### src/rtl/vga_pixel_fetch.sv
// vga_pixel_fetch: image-memory fetch and test-pattern generator with a 2-cycle, sync-aligned pixel pipeline
module vga_pixel_fetch #(
   parameter int          IMG_W       = 320,
   parameter int          IMG_H       = 240,
   parameter int          ADDR_W      = 17,
   parameter int          BAR_W       = 40,
   parameter logic [11:0] BG_COLOR    = 12'h000,
   parameter logic [11:0] SOLID_COLOR = 12'h00F
) (
   input  logic              i_clk,
   input  logic              i_rstn,
   input  logic [9:0]        i_x_counter,
   input  logic [9:0]        i_y_counter,
   input  logic              i_video,
   input  logic              i_hsync,
   input  logic              i_vsync,
   input  logic [1:0]        i_mode,
   output logic [ADDR_W-1:0] o_mem_addr,
   output logic              o_mem_rd,
   input  logic [11:0]       i_mem_data,
   output logic [3:0]        o_red,
   output logic [3:0]        o_green,
   output logic [3:0]        o_blue,
   output logic              o_video,
   output logic              o_hsync,
   output logic              o_vsync,
   output logic              o_frame_start
);
   localparam int               PXW     = $clog2(BAR_W + 1);
   localparam logic [10:0]      W_LIM   = 11'(IMG_W);
   localparam logic [10:0]      H_LIM   = 11'(IMG_H);
   localparam logic [ADDR_W-1:0] LAST   = ADDR_W'(IMG_W * IMG_H - 1);
   localparam logic [PXW-1:0]   PX_LAST = PXW'(BAR_W - 1);
   localparam logic [11:0]      BAR_LUT [8] = '{12'hFFF, 12'hFF0, 12'h0FF, 12'h0F0,
                                                12'hF0F, 12'hF00, 12'h00F, 12'h000};
   logic [ADDR_W-1:0] addr_cnt;
   logic [PXW-1:0]    bar_px, px_cur;
   logic [2:0]        bar_idx, idx_cur;
   logic [1:0]        mode_q, mode_now, mode1;
   logic [11:0]       pat, pat1;
   logic              x0, origin, in_image, bar_wrap;
   logic              v1, hs1, vs1, img1, fs1;
   assign o_mem_addr = addr_cnt;
   // Current-pixel decode; the frame origin already uses the newly latched mode
   always_comb begin
      x0       = i_x_counter == '0;
      origin   = x0 && i_y_counter == '0;
      in_image = i_video && {1'b0, i_x_counter} < W_LIM && {1'b0, i_y_counter} < H_LIM;
      mode_now = origin ? i_mode : mode_q;
      px_cur   = x0 ? '0 : bar_px;
      idx_cur  = x0 ? '0 : bar_idx;
      bar_wrap = px_cur == PX_LAST;
      pat      = mode_now == 2'b11 ? SOLID_COLOR :
                 mode_now == 2'b10 ? ((i_x_counter[4] ^ i_y_counter[4]) ? 12'hFFF : 12'h000) :
                 BAR_LUT[idx_cur];
      o_mem_rd = i_rstn && in_image && mode_now == 2'b00;
   end
   // Address, colour-bar and frame-mode counters
   always_ff @(posedge i_clk or negedge i_rstn) begin
      if (!i_rstn) begin
         addr_cnt <= '0;
         bar_px   <= '0;
         bar_idx  <= '0;
         mode_q   <= 2'b00;
      end else begin
         if (!i_vsync) addr_cnt <= '0;
         else if (in_image) addr_cnt <= addr_cnt == LAST ? '0 : addr_cnt + 1'b1;
         bar_px  <= bar_wrap ? '0 : px_cur + 1'b1;
         bar_idx <= (bar_wrap && idx_cur != 3'd7) ? idx_cur + 1'b1 : idx_cur;
         mode_q  <= mode_now;
      end
   end
   // Stage 1: delay timing, mode and pattern alongside the memory read
   always_ff @(posedge i_clk or negedge i_rstn) begin
      if (!i_rstn) begin
         v1    <= 1'b0;
         hs1   <= 1'b1;
         vs1   <= 1'b1;
         img1  <= 1'b0;
         fs1   <= 1'b0;
         mode1 <= 2'b00;
         pat1  <= '0;
      end else begin
         v1    <= i_video;
         hs1   <= i_hsync;
         vs1   <= i_vsync;
         img1  <= in_image;
         fs1   <= origin && i_video;
         mode1 <= mode_now;
         pat1  <= pat;
      end
   end
   // Stage 2: pick the final colour and present it with the aligned syncs
   always_ff @(posedge i_clk or negedge i_rstn) begin
      if (!i_rstn) begin
         {o_red, o_green, o_blue} <= '0;
         o_video       <= 1'b0;
         o_hsync       <= 1'b1;
         o_vsync       <= 1'b1;
         o_frame_start <= 1'b0;
      end else begin
         {o_red, o_green, o_blue} <= !v1 ? 12'h000 : !img1 ? BG_COLOR :
                                     mode1 == 2'b00 ? i_mem_data : pat1;
         o_video       <= v1;
         o_hsync       <= hs1;
         o_vsync       <= vs1;
         o_frame_start <= fs1;
      end
   end
endmodule
### config.mk
export PLATFORM = sky130hd
export DESIGN_NAME = vga_pixel_fetch
export DESIGN_NICKNAME = d
export VERILOG_FILES = /design/src/rtl/vga_pixel_fetch.sv
export SDC_FILE = /design/constraint.sdc
export NUM_CORES = 1
export LEC_CHECK = 0
export CORE_ASPECT_RATIO = 0.9
export CORE_MARGIN = 1.5
export CORE_UTILIZATION = 45
export CTS_BUF_LIST = sky130_fd_sc_hd__clkbuf_8 sky130_fd_sc_hd__clkbuf_16
export DETAILED_ROUTE_END_ITERATION = 8
export GPL_TIMING_DRIVEN = 0
export PLACE_DENSITY = 0.77
export SLEW_MARGIN = 20
export SYNTH_ARGS = -nofsm -noshare
export SYNTH_HDL_FRONTEND = slang
export SYNTH_SLANG_ARGS = --single-unit
### constraint.sdc
create_clock -name i_clk -period 2.4 [get_ports i_clk]
set_input_delay 0.36 -clock i_clk [delete_from_list [all_inputs] [get_ports i_clk]]
set_output_delay 0.36 -clock i_clk [all_outputs]
set_load 0.005 [all_outputs]
==> out/metrics.csv <==
metric,value,unit
outcome,finished clean,
router iterations before antenna repair,4,
Setup TNS Final,0,ns
Final #Nets,375,
power density cells,556,mW/mm^2
leakage,0.00147,uW
RD Place Congestion,0.900,
"Seq/Total Area, Yosys",53.7,%
Initial Util,46.6,%
Simple-Gate Fraction of Synth Area,27.6,%
Slew @ Worst Pin,0.753,ns
Clock Skews,0.00405,ns
port bufs,72,
Post-CTS Hold Buffers,0,
Mapped Area,0.00243,sq mm
Synth Area in Compound Gates,9.26,%
vias per inst,5.44,
drt total wl,5.94,mm
routed vias,2176,
ratio of cells with drive above 1 in the final layout,12.0,%
top-level port count,73,
multi-input logic area,0.00111,sq mm
core area,0.00522,sq mm
Synth cell types,40,
"Reg clk slew, reported paths",0.09,ns
multiplexer area fraction after synthesis,2.57,%
Post-DP HPWL,4.08,mm
"Worst Path Class, Setup",input pin to flip-flop,
Die Width,80.5,um
largest buffer count on any clock path,2,
Clock Sink Count,52,
number of DRC markers in iteration 0,179,
post-synthesis xor/xnor area fraction,2.16,%
area grow syn2layout,42.0,%
"antenna viol nets, final",0,
number of global-route vias before repair,1986,
Mean Syn Cell Area,9.85,sq um
WP data required,2.60,ns
die area,0.00586,sq mm
first-pass GRT wire length,9.66,mm
#FFs+latches synth,52,
critical-path maximum fanout,4,
initial antenna violation count,0,
largest family of logic cells by synthesized area,simple AND/OR/NAND/NOR gates,
# diodes,0,
share of the synthesized area in the top cell type,49.4,%
Final Critical Period,2.21,ns
Yosys top cell by area,dfrtp_1,
Synth Instances,247,
"top cells by area, synth","dfrtp_1, nand3_1, nor2_1, dfstp_2, a21oi_1",
Worst VDD drop,310,uV
chip height,72.7,um
TritonCTS buffer count,5,
critical path endpoint category,flip-flop,
"Hold Vio Cnt, Final",0,
max-slew violations,0,
unrepaired setup endpoints after global routing,no,
WP data arrival,2.41,ns
average routed wire per standard cell,14.8,um
CTS H-tree depth,2,
largest net degree at the start of global routing,54,
DRC Markers,0,
CTS root buf,clkbuf_8,
FP Rows,25,
"Setup violations, final",0,
f_max,452,MHz
Final Cycle Share,92.1,%
final design utilization,66.1,%
Post-Synth Adder-Cell Area,2.06,%
synth warn,0,
hold crit path type,input pin to async pin,
Slew headroom,49.5,%
total grt overflow,0,
CTS tree,built,
# fillers,404,
Post-Syn Nets,290,
Total GRT Usage,21.6,%
Post-DP Area,0.00323,sq mm
CP Launch Type,input pin,
Max Cap Viol,0,
storage element area,0.00131,sq mm
Post-Layout Inst Area,0.00345,sq mm
"Clk Latency, worst-skew pair",0.31,ns
metal layers:
layer / track usage [%] / share of wire, %
met1: 30.4 / 44
met2: 33.3 / 47
met3: 5.25 / 8.1
met4: 6.13 / 1.4
met5: 0 / 0
cells in the final DEF, fill, tap and decap left out, types with 2 or more instances in the layout:
cell and instances:
mux2_2 2, nand2b_1 2, clkdlybuf4s50_1 66, inv_1 5, a31oi_1 2, nor2_1 28, buf_4 8, ha_1 3
mux2i_1 4, or2_2 4, nand3_1 23, clkbuf_1 7, dlymetal6s2s_1 4, or3_1 3, a21oi_1 17, xor2_1 3
nor3_1 2, dfstp_2 4, and2_1 6, nand2_1 18, dfrtp_1 48, o21ai_0 8, nand4_1 12, and4_1 2
clkbuf_8 6, a21boi_0 2, o31ai_1 6, or4_1 5, nor2b_1 3, xnor2_1 3, nor4_1 5
Yosys cell counts:
cell,n
and2_1,6
xor2_1,3
or2_2,4
nand3b_1,1
o21ai_1,1
or4_4,1
o31ai_1,6
nand2_1,18
a21oi_1,17
and4_1,2
and2_2,1
nand3_1,24
mux2_2,2
clkbuf_1,8
dfstp_2,4
nor4bb_1,1
xnor2_1,3
o21ai_0,8
o21a_1,1
buf_6,1
ha_1,4
nand4_4,1
or4_1,5
a22oi_1,1
a21o_1,1
nor2b_1,3
nor4b_1,1
nand2b_1,2
a21boi_0,2
inv_1,6
nor2_1,30
a31oi_1,2
dfrtp_1,48
nor4_1,6
or3_1,3
and3_1,1
nor3_1,2
nand4_1,12
mux2i_1,4
or4_2,1
critical path, stage by stage:
cell and delay (ns):
clkdlybuf4s50_1 0.41, nor4_2 0.17, nand4_1 0.17, buf_4 0.18, buf_4 0.13, and2_1 0.15, ha_2 0.20, nor4bb_4 0.17
nand3b_1 0.18, mux2i_1 0.22, nor2_1 0.06
where the power goes:
group | internal (uW) | leakage (uW) | switching [uW]
registers | 947 | 0.000680 | 67.2
clock network | 341 | 0.0000614 | 301
logic | 141 | 0.000726 | 123
total | 1430 | 0.00147 | 491
per-stage QoR:
stage               setup slack (ns)  hold WS, ns  std cells  total power (uW)
finish                         0.189       0.0667        400              1920
floorplan                      0.358       0.0644        247              1130
global route                  0.0293        0.114        400              2010
CTS                           0.0405       0.0902        398              1910
global placement               -1.28        0.334        386              1250
detailed placement            -0.722        0.337        386              1270
kinds of logic after synthesis:
logic type / after synthesis
AND/OR/NAND/NOR: 125
AO/OA/AOI/OAI: 39
flip-flops: 52
multiplexers: 6
adder cells (fa/ha/maj): 4
buffers and inverters: 15
XOR/XNOR: 6
final timing paths:
check	start	end	slack [ns]	cells after the start
worst max register to register	o_mem_addr[0]	o_mem_addr[3]	0.35	5
worst min register to register	fs1	o_frame_start	0.36	0
worst max-delay path	i_x_counter[0]	bar_idx[2]	0.19	11
min in group i_clk	fs1	o_frame_start	0.36	0
max in group asynchronous	i_rstn	o_blue[0]	1.90	1
worst min-delay path	i_rstn	bar_px[0]	0.07	1
final cells by class:
cell class	count	share of cell area, %
sequential	52	37.8
multi-input combinational	180	32.1
timing repair buffer	79	22.5
tap	67	2.43
clock buffer	6	2.39
clock inverter	2	1.12
buffer	8	1.09
inverter	6	0.652
registers in the layout, summed over array words and instances (netlist names):
| signal | count |
|---|---|
| o_mem_addr | 17 |
| bar_px | 6 |
| o_blue | 4 |
| o_green | 4 |
| o_red | 4 |
| bar_idx | 3 |
| pat1 | 3 |
| mode1 | 2 |
| fs1 | 1 |
| hs1 | 1 |
| img1 | 1 |
| o_frame_start | 1 |
| o_hsync | 1 |
| o_video | 1 |
| o_vsync | 1 |
| v1 | 1 |
| vs1 | 1 |
timing repair:
item | 4_1_cts | 5_1_grt
resized for setup | 8 | 9
setup buffers | 5 | 2
pin swaps | 3 | 5
setup endpoints to repair | 4 | 6
Power figures use the tool's default switching activity.
